--- src/rtl/keypad_pkg.sv ---
// keypad_pkg: FSM state encoding, special key codes and the row/column-to-key map shared by the keypad entry path.
package keypad_pkg;

    localparam logic [1:0] ST_SCAN     = 2'd0;
    localparam logic [1:0] ST_DEBOUNCE = 2'd1;
    localparam logic [1:0] ST_HELD     = 2'd2;

    localparam logic [3:0] KEY_BACK  = 4'hA;
    localparam logic [3:0] KEY_CLEAR = 4'hE;
    localparam logic [3:0] KEY_ENTER = 4'hF;

    // Nibble at index row*4+col: {1,2,3,A},{4,5,6,B},{7,8,9,C},{*,0,#,D} with *=E, #=F
    localparam logic [63:0] KEYMAP = 64'hDF0E_C987_B654_A321;

    function automatic logic [3:0] key_of(input logic [1:0] row, input logic [1:0] col);
        return KEYMAP[{row, col, 2'b00} +: 4];
    endfunction

endpackage

--- src/rtl/bcd_to_binary.sv ---
// bcd_to_binary: converts eight packed BCD digits to binary with a x10-and-add chain.
module bcd_to_binary (
    input  logic [31:0] bcd_i,
    output logic [31:0] bin_o
);

    always_comb begin
        bin_o = '0;
        for (int i = 7; i >= 0; i--)
            bin_o = (bin_o << 3) + (bin_o << 1) + {28'd0, bcd_i[i*4 +: 4]};
    end

endmodule

--- src/rtl/keypad_dec_entry.sv ---
// keypad_dec_entry: scans/debounces a 4x4 keypad and builds a decimal entry committed as a binary value.
// Optional auto-repeat of held digit/backspace keys is enabled by defining KEYPAD_AUTOREPEAT_EN.
module keypad_dec_entry
    import keypad_pkg::*;
#(
    parameter int SCAN_LIMIT     = 100000,
    parameter int DEBOUNCE_SCANS = 4,
    parameter int MAX_DIGITS     = 8,
    parameter int REPEAT_SCANS   = 50
) (
    input  logic        clk,
    input  logic        reset,
    input  logic [3:0]  rows,
    output logic [3:0]  cols,
    output logic [3:0]  key_code,
    output logic        key_strobe,
    output logic [31:0] entry,
    output logic [3:0]  digit_count,
    output logic [31:0] value,
    output logic        valid,
    output logic        overflow
);

`ifdef KEYPAD_AUTOREPEAT_EN
    localparam bit AUTOREP = 1'b1;
`else
    localparam bit AUTOREP = 1'b0;
`endif

    logic [3:0]  rows_m_q, rows_s_q;
    logic [31:0] tick_cnt_q;
    logic [1:0]  state_q, state_d;
    logic [3:0]  cols_q, cols_d;
    logic [1:0]  row_q, row_d, col_q, col_d;
    logic [15:0] cnt_q, cnt_d, rep_q, rep_d;
    logic [3:0]  key_code_q, key_code_d;
    logic        strobe_q;
    logic [31:0] bcd_q, bcd_d, vbcd_q, vbcd_d;
    logic [3:0]  dig_q, dig_d;
    logic        ovf_q, ovf_d, valid_q, valid_d;
    logic        tick, any_low, same, accept;
    logic [1:0]  pri_row, cur_col;
    logic [3:0]  held_key;

    assign tick     = tick_cnt_q == 32'(SCAN_LIMIT - 1);
    assign any_low  = rows_s_q != 4'hF;
    assign pri_row  = !rows_s_q[0] ? 2'd0 : !rows_s_q[1] ? 2'd1 : !rows_s_q[2] ? 2'd2 : 2'd3;
    assign cur_col  = !cols_q[0] ? 2'd0 : !cols_q[1] ? 2'd1 : !cols_q[2] ? 2'd2 : 2'd3;
    assign same     = any_low && pri_row == row_q;
    assign held_key = key_of(row_q, col_q);

    always_comb begin
        state_d = state_q;
        cols_d  = cols_q;
        row_d   = row_q;
        col_d   = col_q;
        cnt_d   = cnt_q;
        rep_d   = rep_q;
        accept  = 1'b0;
        if (tick) begin
            case (state_q)
                ST_SCAN: begin
                    cols_d  = any_low ? cols_q : {cols_q[2:0], cols_q[3]};
                    row_d   = any_low ? pri_row : row_q;
                    col_d   = any_low ? cur_col : col_q;
                    cnt_d   = '0;
                    state_d = any_low ? ST_DEBOUNCE : ST_SCAN;
                end
                ST_DEBOUNCE: begin
                    cnt_d   = same ? cnt_q + 16'd1 : '0;
                    state_d = same ? ST_DEBOUNCE : ST_SCAN;
                    if (same && cnt_q == 16'(DEBOUNCE_SCANS - 1)) begin
                        accept  = 1'b1;
                        state_d = ST_HELD;
                        cnt_d   = '0;
                        rep_d   = '0;
                    end
                end
                ST_HELD: begin
                    // cnt counts consecutive released ticks; rep counts held ticks for auto-repeat
                    cnt_d = any_low ? '0 : cnt_q + 16'd1;
                    rep_d = (AUTOREP && same) ? rep_q + 16'd1 : '0;
                    if (!any_low && cnt_q == 16'(DEBOUNCE_SCANS - 1)) begin
                        state_d = ST_SCAN;
                        cnt_d   = '0;
                    end
                    if (AUTOREP && same && held_key <= KEY_BACK && rep_q == 16'(REPEAT_SCANS - 1)) begin
                        accept = 1'b1;
                        rep_d  = 16'(REPEAT_SCANS - DEBOUNCE_SCANS);
                    end
                end
                default: state_d = ST_SCAN;
            endcase
        end
    end

    always_comb begin
        bcd_d      = bcd_q;
        dig_d      = dig_q;
        ovf_d      = ovf_q;
        vbcd_d     = vbcd_q;
        valid_d    = 1'b0;
        key_code_d = accept ? held_key : key_code_q;
        if (accept) begin
            if (held_key <= 4'd9) begin
                if (dig_q >= 4'(MAX_DIGITS))
                    ovf_d = 1'b1;
                else if (dig_q != 4'd0 || held_key != 4'd0) begin
                    bcd_d = {bcd_q[27:0], held_key};
                    dig_d = dig_q + 4'd1;
                end
            end else if (held_key == KEY_BACK) begin
                bcd_d = bcd_q >> 4;
                dig_d = (dig_q != 4'd0) ? dig_q - 4'd1 : dig_q;
            end else if (held_key == KEY_CLEAR || held_key == KEY_ENTER) begin
                vbcd_d  = (held_key == KEY_ENTER) ? bcd_q : vbcd_q;
                valid_d = held_key == KEY_ENTER;
                bcd_d   = '0;
                dig_d   = '0;
                ovf_d   = 1'b0;
            end
        end
    end

    always_ff @(posedge clk or posedge reset) begin
        if (reset) begin
            rows_m_q   <= 4'hF;
            rows_s_q   <= 4'hF;
            tick_cnt_q <= '0;
            state_q    <= ST_SCAN;
            cols_q     <= 4'b1110;
            row_q      <= '0;
            col_q      <= '0;
            cnt_q      <= '0;
            rep_q      <= '0;
            key_code_q <= '0;
            strobe_q   <= 1'b0;
            bcd_q      <= '0;
            dig_q      <= '0;
            ovf_q      <= 1'b0;
            vbcd_q     <= '0;
            valid_q    <= 1'b0;
        end else begin
            rows_m_q   <= rows;
            rows_s_q   <= rows_m_q;
            tick_cnt_q <= tick ? '0 : tick_cnt_q + 32'd1;
            state_q    <= state_d;
            cols_q     <= cols_d;
            row_q      <= row_d;
            col_q      <= col_d;
            cnt_q      <= cnt_d;
            rep_q      <= rep_d;
            key_code_q <= key_code_d;
            strobe_q   <= accept;
            bcd_q      <= bcd_d;
            dig_q      <= dig_d;
            ovf_q      <= ovf_d;
            vbcd_q     <= vbcd_d;
            valid_q    <= valid_d;
        end
    end

    bcd_to_binary u_entry_conv (.bcd_i(bcd_q),  .bin_o(entry));
    bcd_to_binary u_value_conv (.bcd_i(vbcd_q), .bin_o(value));

    assign cols        = cols_q;
    assign key_code    = key_code_q;
    assign key_strobe  = strobe_q;
    assign digit_count = dig_q;
    assign overflow    = ovf_q;
    assign valid       = valid_q;

endmodule

--- config.mk ---
export PLATFORM = sky130hd
export DESIGN_NAME = keypad_dec_entry
export DESIGN_NICKNAME = d
export VERILOG_FILES = /design/src/rtl/keypad_pkg.sv /design/src/rtl/bcd_to_binary.sv /design/src/rtl/keypad_dec_entry.sv
export SDC_FILE = /design/constraint.sdc
export NUM_CORES = 1
export LEC_CHECK = 0
export BUFFER_PORTS_ARGS = -buffer_cell sky130_fd_sc_hd__buf_2
export CORE_ASPECT_RATIO = 1.1
export CORE_MARGIN = 2
export CORE_UTILIZATION = 59
export CTS_BUF_LIST = sky130_fd_sc_hd__clkbuf_2 sky130_fd_sc_hd__clkbuf_4 sky130_fd_sc_hd__clkbuf_8
export CTS_CLUSTER_DIAMETER = 30
export CTS_CLUSTER_SIZE = 20
export DETAILED_ROUTE_END_ITERATION = 12
export PLACE_DENSITY = 0.77
export SLEW_MARGIN = 5
export SYNTH_ARGS = -nofsm -noshare
export SYNTH_HDL_FRONTEND = slang
export SYNTH_SLANG_ARGS = --single-unit
--- constraint.sdc ---
create_clock -name clk -period 32.3 [get_ports clk]
set_input_delay 1.615 -clock clk [delete_from_list [all_inputs] [get_ports clk]]
set_output_delay 1.615 -clock clk [all_outputs]
set_load 0.01 [all_outputs]
==> impl_results.md, run 1 <==
- Synth area leader: ha_1
- Top_reg_cell synth: dfrtp_1
- Post-CTS Hold Buffers: 0
- Worst hold path type: reg2reg
- Status: finished, final reports clean
- Worst slew pin tran: 1.04 ns
- CP Launch Point: vbcd_q[28]
- DP Worst Slack: 18.18 ns
- Yosys cell types: 81
- Synthesized area per cell: 8.49 um^2
- PortBufs: 84
- TritonCTS clock tree: built
- CP Max Fanout: 6
- Number of synthesized flops with an enable pin: 0
- Clock buffer depth: 2
- Critical Path End: value[31]
- Worst Skew: 0.0114 ns
- Final WS setup: 17.69 ns
- # IOs: 85
- Worst-case reg-to-reg path depth: 10
- Mapped Cells: 2356
- Ant. Diodes: 0
- PwrDens: 25.2 nW/um^2
- P&R area growth vs syn: 7.02%
- Crit path largest cell delay: 0.65 ns
- Core Area: 33300 um^2
- Async set-reset flop share out of synthesis: 100%
- Max-slew headroom: 30.4%
- Wire length per cell: 14.0 um
- Filler instances: 2813
- Htree depth: 4
- Remaining DRCs: 0
- Fmax: 0.0684 GHz
- Post-layout net count: 2928
- Final Hold Viols: 0
- Seq/Total Area, Yosys: 17.7%
- Clock Tree Root: clkbuf_8
- Horiz. Die Dim: 180 um
- # resized after CTS: 0
- Post-DRT Antenna Nets: 0
- Yosys top cell area share: 28.2%
- Mapped Area: 20000 um^2
- First-pass GRT wire length: 70800 um
- FF-to-FF End: digit_count[2]
- Detail Placement HPWL: 32600 um
- Placed cell areas: 20900 um^2
- Crit-path most repeated cell: ha_1
- Max cap viols: 0
- Worst r2r src: tick_cnt_q[0]
- Fin area: 21400 um^2
- Total Die Area: 35400 um^2
- Placed Cells: 2857
- Synthesis-stage register bit count: 141
- Vias per cell: 5.88
- Commonest non-fill, non-tap cells in the layout: 450 x ha_1, 184 x inv_1, 179 x nand2_1, 169 x a21oi_1, 168 x o21ai_0
- Rows: 70
- Leakage: 11.8 nW
- Die H: 197 um
- Top cells by area, synth: ha_1 28%, dfrtp_1 16%, xnor2_1 7.3%
- Vias: 17000
- Worst hold slack: 0.358 ns
- Worst Path Arrival: 13.00 ns
- CP Capture Type: output port
- Critical Path Source Type: flip-flop
- Power Total: 539 uW
- RSZ-0062 raised after global routing: no
- Commonest non-fill, non-tap cell in the layout: ha_1
- Clock tree sinks: 141
- WP data required: 30.68 ns
- Largest net degree at the start of global routing: 80
- Initial Util: 60.1%
- Number of global-route vias before repair: 16500
- Final period util: 45.2%
- Total gr overflow: 0
- Setup violators final: 0
- Fraction of layout cells with a size suffix above 1: 7.94%
- Finished Layout Cells: 2889
- Setup TNS: 0 ns
- Post-Route WL: 40500 um
- Clk slew on worst S/H paths: 0.08 ns
- Post-CTS setup buffer count: 0
- GPL Wtd Cong: 0.950
- Initial antenna violation count: 0
- Overall Global Routing Usage: 22.8%
- Final Core Density: 64.3%
- Critical path's slowest cell: a2111oi_0
- Worst skew pair latency: 0.46 ns
- Path type of the worst setup path: reg2out
- Num CTS Buffers: 17
- R2R Setup Slk: 28.20 ns
- Drt initial violations: 843
- Tmin final: 14.61 ns
- VDD IR max: 48.8 uV
- Slew Limit Fails: 0
- Synth warn: 0
- DR pass1 iterations: 5
## metal layers
metal	vias up	share of wire [%]	global-route usage, %
met2	284	50	41.6
li1	8687	-	-
met3	57	2.9	2.82
met5	-	0	0
met4	0	1.7	5.69
met1	7973	45	28.4
## state kept, by name, summed over array words and instances (netlist names)
register and flops:
bcd_q 32, cnt_q 16, col_q 2, cols 4, digit_count 4, key_code 4, key_strobe 1, overflow 1
row_q 2, rows_m_q 4, rows_s_q 4, state_q 2, tick_cnt_q 32, valid 1, vbcd_q 32
## logic make-up (layout without fill, tap and decap cells)
group | count (synthesis) | after routing | share of synthesized area, %
AO/OA/AOI/OAI | 629 | 629 | 19.8
AND/OR/NAND/NOR | 619 | 619 | 14.9
adder cells (fa/ha/maj) | 478 | 478 | 31.0
XOR/XNOR | 244 | 244 | 11.0
buffers and inverters | 215 | 307 | 4.07
flip-flops | 141 | 141 | 17.7
multiplexers | 29 | 29 | 1.61
other | 1 | 10 | 0.0188
## cell usage after synthesis, types with 9 or more instances
| library cell | count |
|---|---|
| a21boi_0 | 9 |
| nor3_1 | 49 |
| and3_1 | 16 |
| dfrtp_1 | 130 |
| dfstp_2 | 11 |
| o21a_1 | 37 |
| a22oi_1 | 29 |
| a21o_1 | 65 |
| nand2_1 | 179 |
| clkbuf_1 | 27 |
| and2_1 | 11 |
| ha_1 | 450 |
| nor4_1 | 17 |
| xor2_1 | 74 |
| o31ai_1 | 11 |
| a31oi_1 | 20 |
| a211oi_1 | 21 |
| inv_1 | 185 |
| xnor2_1 | 166 |
| nand2b_1 | 23 |
| o21bai_1 | 18 |
| a21oi_1 | 169 |
| fa_1 | 28 |
| nand3_1 | 59 |
| a31o_2 | 13 |
| nand4_1 | 24 |
| nor2b_1 | 36 |
| o21ai_0 | 169 |
| mux2_2 | 25 |
| nor2_1 | 154 |
| or3_1 | 15 |
## layout make-up
| type | instances | area (um^2) | share of cell area, % |
|---|---|---|---|
| clock buffers | 22 | 284 | 1.33 |
| clock inverters | 10 | 186 | 0.871 |
| inverters | 185 | 699 | 3.27 |
| multi-input cells | 2009 | 15700 | 73.3 |
| flip-flops and latches | 141 | 3540 | 16.6 |
| well taps | 432 | 541 | 2.53 |
| repair buffers | 90 | 465 | 2.18 |
## how the worst min path moves through the flow
| stage | cells after the start | start | endpoint |
|---|---|---|---|
| 6_report | 0 | rows_m_q[3] | rows_s_q[3] |
| 5_1_grt | 0 | rows_m_q[3] | rows_s_q[3] |
| 4_1_cts | 0 | rows_m_q[3] | rows_s_q[3] |
| 3_5_place_dp | 0 | rows_m_q[3] | rows_s_q[3] |
| 3_3_place_gp | 0 | rows_m_q[1] | rows_s_q[1] |
| 2_1_floorplan | 0 | rows_m_q[0] | rows_s_q[0] |
## power by group
group	internal, mW	total [mW]	switching, mW
Sequential	0.177	0.178	0.000250
Combinational	0.0844	0.194	0.110
Clock	0.0986	0.167	0.0689
## worst max-delay path, delay by kind of cell (launching register included)
family / cells / cell delay, ns
xor gates and xnor gates: 6 / 1.41
DFF: 1 / 0.37
adders and majority gates: 12 / 4.06
AOI/OAI and AO/OA: 17 / 4.30
buffers and inverters: 3 / 0.39
and+or+nand+nor: 10 / 2.02
Note: power is estimated with default switching activity, not from simulation.
==> run 2, diff against run 1 <==
==> constraint.sdc (replaced) <==
create_clock -name clk -period 14.7 [get_ports clk]
set_input_delay 0.735 -clock clk [delete_from_list [all_inputs] [get_ports clk]]
set_output_delay 0.735 -clock clk [all_outputs]
set_load 0.01 [all_outputs]
==> run 2 against run 1 <==
Sequential share of layout area rose by 0.056 points; routed wire length fell by 1.4%; combinational power rose by 120%; critical path type unchanged; critical endpoint unchanged.
==> impl_results.md, run 2 (synthesis results as in run 1) <==
- Commonest non-fill, non-tap cell in the layout: ha_1
- Horiz. Die Dim: 180 um
- Critical Path Source Type: flip-flop
- Status: finished, final reports clean
- Commonest non-fill, non-tap cells in the layout: 450 x ha_1, 184 x inv_1, 179 x nand2_1, 169 x a21oi_1, 168 x o21ai_0
- Initial antenna violation count: 0
- Rows: 70
- Fin area: 21300 um^2
- PwrDens: 52.6 nW/um^2
- Worst path bufs/invs: 3
- Ant. Diodes: 0
- Clock buffer depth: 2
- # IOs: 85
- Clock tree sinks: 141
- Clock Tree Root: clkbuf_8
- Max Used Layer: met4
- Fmax: 0.0737 GHz
- First-pass GRT wire length: 70100 um
- Detail Placement HPWL: 32600 um
- Final period util: 92.3%
- Final WS setup: 1.13 ns
- Worst slew pin tran: 1.07 ns
- Crit-path most repeated cell: ha_1
- Largest net degree at the start of global routing: 80
- Worst-case reg-to-reg path depth: 10
- Htree depth: 4
- CP Max Fanout: 6
- Initial Util: 60.1%
- Worst r2r src: tick_cnt_q[0]
- PortBufs: 84
- Worst Skew: 0.0119 ns
- Wire length per cell: 13.8 um
- Final Hold Viols: 0
- Path type of the worst setup path: reg2out
- Worst Hold Path EP: rows_s_q[3]
- DP Worst Slack: 1.45 ns
- Crit path largest cell delay: 0.56 ns
- CP Capture Type: output port
- Metal3 WL: 1180 um
- Critical path's slowest cell: or4_4
- Slew Limit Fails: 0
- Hold Path Origin: rows_m_q[3]
- Max cap viols: 0
- Leakage: 11.7 nW
- VDD IR max: 125 uV
- Setup violators final: 0
- Vias per cell: 5.86
- Multi-input logic area: 15700 um^2
- Remaining DRCs: 0
- Post-DRT Antenna Nets: 0
- DR pass1 iterations: 5
- FF-to-FF End: digit_count[2]
- Routed length on met2: 19900 um
- Number of global-route vias before repair: 16400
- Total gr overflow: 0
- Num CTS Buffers: 17
- Placed cell areas: 20900 um^2
- Post-Route M1 WL: 18100 um
- Tmin final: 13.57 ns
- Fraction of layout cells with a size suffix above 1: 7.94%
- Worst skew pair latency: 0.43 ns
- Vias: 16900
- Max-slew headroom: 28.7%
- Post-CTS setup buffer count: 0
- Core Area: 33300 um^2
- Post-CTS Hold Buffers: 0
- Total Die Area: 35400 um^2
- Worst hold path type: reg2reg
- GPL Wtd Cong: 0.950
- Crit-path leading delay family: compound AO/OA/AOI/OAI gates
- P&R area growth vs syn: 6.66%
- Drt initial violations: 781
- Worst Path Arrival: 12.84 ns
- Filler instances: 2856
- TritonCTS clock tree: built
- Hold Path Depth: 0
- R2R Setup Slk: 10.54 ns
- Biggest regs: bcd_q x32, tick_cnt_q x32, vbcd_q x32
- Die H: 197 um
- Reg area: 3540 um^2
- WP data required: 13.97 ns
- Overall Global Routing Usage: 22.3%
- Clk slew on worst S/H paths: 0.07 ns
- Post-layout net count: 2928
- Setup TNS: 0 ns
- Post-Route WL: 39900 um
- RSZ-0062 raised after global routing: no
==> run 2: stage by stage <==
stage	util [%]	hold WS [ns]	power, mW	std cells
floorplan	-	0.345	0.710	2365
global placement	62.9	0.347	0.812	2857
detailed placement	62.9	0.347	0.824	2857
CTS	64.1	0.358	1.13	2889
global route	64.1	0.360	1.20	2889
finish	64.1	0.358	1.12	2889
==> run 2: what timing repair did <==
item | in CTS | in global routing
hold endpoints to repair | 0 | 0
gates resized for setup | 0 | 1
setup endpoints to repair | 0 | 1
==> run 2: how the worst max path moves through the flow <==
stage / slack (ns) / startpoint / endpoint / depth (start not counted)
after floorplan: 2.67 / vbcd_q[28] / value[31] / 46
after detailed placement: 1.45 / vbcd_q[28] / value[31] / 48
after global routing: 0.14 / vbcd_q[28] / value[31] / 51
final: 1.13 / vbcd_q[28] / value[31] / 49
after CTS: 0.94 / vbcd_q[28] / value[31] / 48
after global placement: 1.98 / vbcd_q[27] / value[31] / 50
==> run 2: where the power goes <==
group	leakage, nW	switching (mW)	internal, mW
sequential	1.92	0.000521	0.390
clock	0.196	0.149	0.158
combinational	9.61	0.240	0.185
total	11.7	0.389	0.733
==> run 2: routing by layer <==
| layer | up-vias | track usage (%) |
|---|---|---|
| met3 | 55 | 2.05 |
| li1 | 8696 | - |
| met5 | - | 0 |
| met4 | 0 | 5.57 |
| met2 | 290 | 41.2 |
| met1 | 7901 | 28.0 |
==> run 2: cell type report <==
| type | count | area share, % |
|---|---|---|
| multi-input cells | 2009 | 73.5 |
| flip-flops and latches | 141 | 16.6 |
| inverters | 185 | 3.28 |
| well taps | 432 | 2.53 |
| repair buffers | 90 | 2.18 |
| clock buffers | 19 | 1.20 |
| clock inverters | 13 | 0.663 |
==> run 3, diff against run 2 <==
--- a/config.mk
+++ b/config.mk
@@ -14,6 +14,7 @@
 export CTS_CLUSTER_SIZE = 20
 export DETAILED_ROUTE_END_ITERATION = 12
 export PLACE_DENSITY = 0.77
+export RECOVER_POWER = 25
 export SLEW_MARGIN = 5
 export SYNTH_ARGS = -nofsm -noshare
 export SYNTH_HDL_FRONTEND = slang
==> run 3 against run 2 <==
The run now ends with capacitance limit, slew limit left; register-to-register slack barely moved; worst setup slack got worse by 0.00090 ns; core utilization barely moved; worst hold slack barely moved; cell count did not move; clock skew barely moved; fmax barely moved; critical path depth did not move; critical path type unchanged.
==> impl_results.md, run 3 (synthesis results as in run 1) <==
- Status: finished, violations left
- Failing checks: capacitance limit, slew limit
- Clock tree sinks: 141
- Worst hold path type: reg2reg
- Total gr overflow: 0
- Num CTS Buffers: 17
- P&R area growth vs syn: 6.64%
- Final period util: 92.3%
- Vias per cell: 5.86
- Final Core Density: 64.1%
- Die H: 197 um
- Htree depth: 4
- Worst skew pair latency: 0.43 ns
- Biggest regs: bcd_q x32, tick_cnt_q x32, vbcd_q x32
- Vias: 16900
- Wire length per cell: 13.8 um
- Detail Placement HPWL: 32600 um
- Worst Skew: 0.0118 ns
- Critical path's slowest cell: or4_4
- First-pass GRT wire length: 70100 um
- VDD IR max: 125 uV
- Initial antenna violation count: 0
- Post-CTS setup buffer count: 0
- Worst Path Arrival: 12.84 ns
- Setup violators final: 0
- Ant. Diodes: 0
- Post-layout net count: 2928
- GPL Wtd Cong: 0.950
- CP Max Fanout: 6
- Fraction of layout cells with a size suffix above 1: 7.94%
- Remaining DRCs: 0
- Slew Limit Fails: 80
- Number of global-route vias before repair: 16400
- Setup TNS: 0 ns
- PwrDens: 52.7 nW/um^2
- Post-DRT Antenna Nets: 0
- PortBufs: 84
- Placed Cells: 2857
- Largest net degree at the start of global routing: 80
- Drt initial violations: 781
- Rows: 70
- WP data required: 13.97 ns
- Post-Route WL: 39900 um
- Commonest non-fill, non-tap cells in the layout: 450 x ha_1, 184 x inv_1, 179 x nand2_1, 169 x a21oi_1, 168 x o21ai_0
- Clock Tree Root: clkbuf_8
- Finished Layout Cells: 2889
- Clock buffer depth: 2
- Max-slew headroom: -127%
- DR pass1 iterations: 5
- Max cap viols: 1
- Placed cell areas: 20900 um^2
- Fin area: 21300 um^2
- Horiz. Die Dim: 180 um
- Critical Path Source Type: flip-flop
- Final Hold Viols: 0
- Path type of the worst setup path: reg2out
- Tmin final: 13.57 ns
- Final WS setup: 1.13 ns
- Commonest non-fill, non-tap cell in the layout: ha_1
- Initial Util: 60.1%
- Total Die Area: 35400 um^2
- Leakage: 11.7 nW
- DP Worst Slack: 1.45 ns
- Fmax: 0.0737 GHz
- Power Total: 1.12 mW
- Worst slew pin tran: 3.39 ns
- Overall Global Routing Usage: 22.3%
- TritonCTS clock tree: built
- # IOs: 85
- CP Capture Type: output port
- Crit-path most repeated cell: ha_1
- Core Area: 33300 um^2
- Worst hold slack: 0.358 ns
- Crit path largest cell delay: 0.56 ns
- Clk slew on worst S/H paths: 0.07 ns
- RSZ-0062 raised after global routing: no
## run 3: final timing paths
check / from / end / slack [ns] / depth (start not counted)
setup / recovery: vbcd_q[28] / value[31] / 1.13 / 49
hold / removal: rows_m_q[3] / rows_s_q[3] / 0.36 / 0
setup reg to reg: tick_cnt_q[0] / digit_count[2] / 10.55 / 10
hold reg to reg: rows_m_q[3] / rows_s_q[3] / 0.36 / 0
max in group asynchronous: reset / vbcd_q[28] / 11.50 / 3
min in group asynchronous: reset / vbcd_q[0] / 1.30 / 2
## run 3: cell type report
cell class,instances,area [um^2]
clock buffer,19,255
clock inverter,13,141
fill,2858,12000
inverter,185,696
multi-input combinational,2009,15700
sequential,141,3540
tap,432,541
timing repair buffer,90,465
## run 3: metal layers
metal  share of wire (%)  track usage (%)  vias up
met5                   0                0        -
met4                 1.6             5.57        0
met1                  45             28.0     7901
met2                  50             41.2      291
li1                    -                -     8695
met3                 2.9             2.05       55
## run 3: power by group
group          total (mW)  switching (mW)  internal [mW]
Combinational       0.425           0.240          0.185
Clock               0.307           0.149          0.158
Sequential          0.390        0.000519          0.390
## run 3: what timing repair did
item                       CTS  global route
setup endpoints to repair    0             1
gates resized for setup      0             1
hold buffers                 0             0
## run 3: critical path: cells and delay by family (launching register included)
kind / cells / cell delay [ns]
buffers and inverters: 3 / 0.35
AO/OA/AOI/OAI: 17 / 4.08
AND/OR/NAND/NOR: 11 / 2.13
adder cells (fa/ha/maj): 12 / 4.07
flip-flops: 1 / 0.40
XOR/XNOR: 6 / 1.38
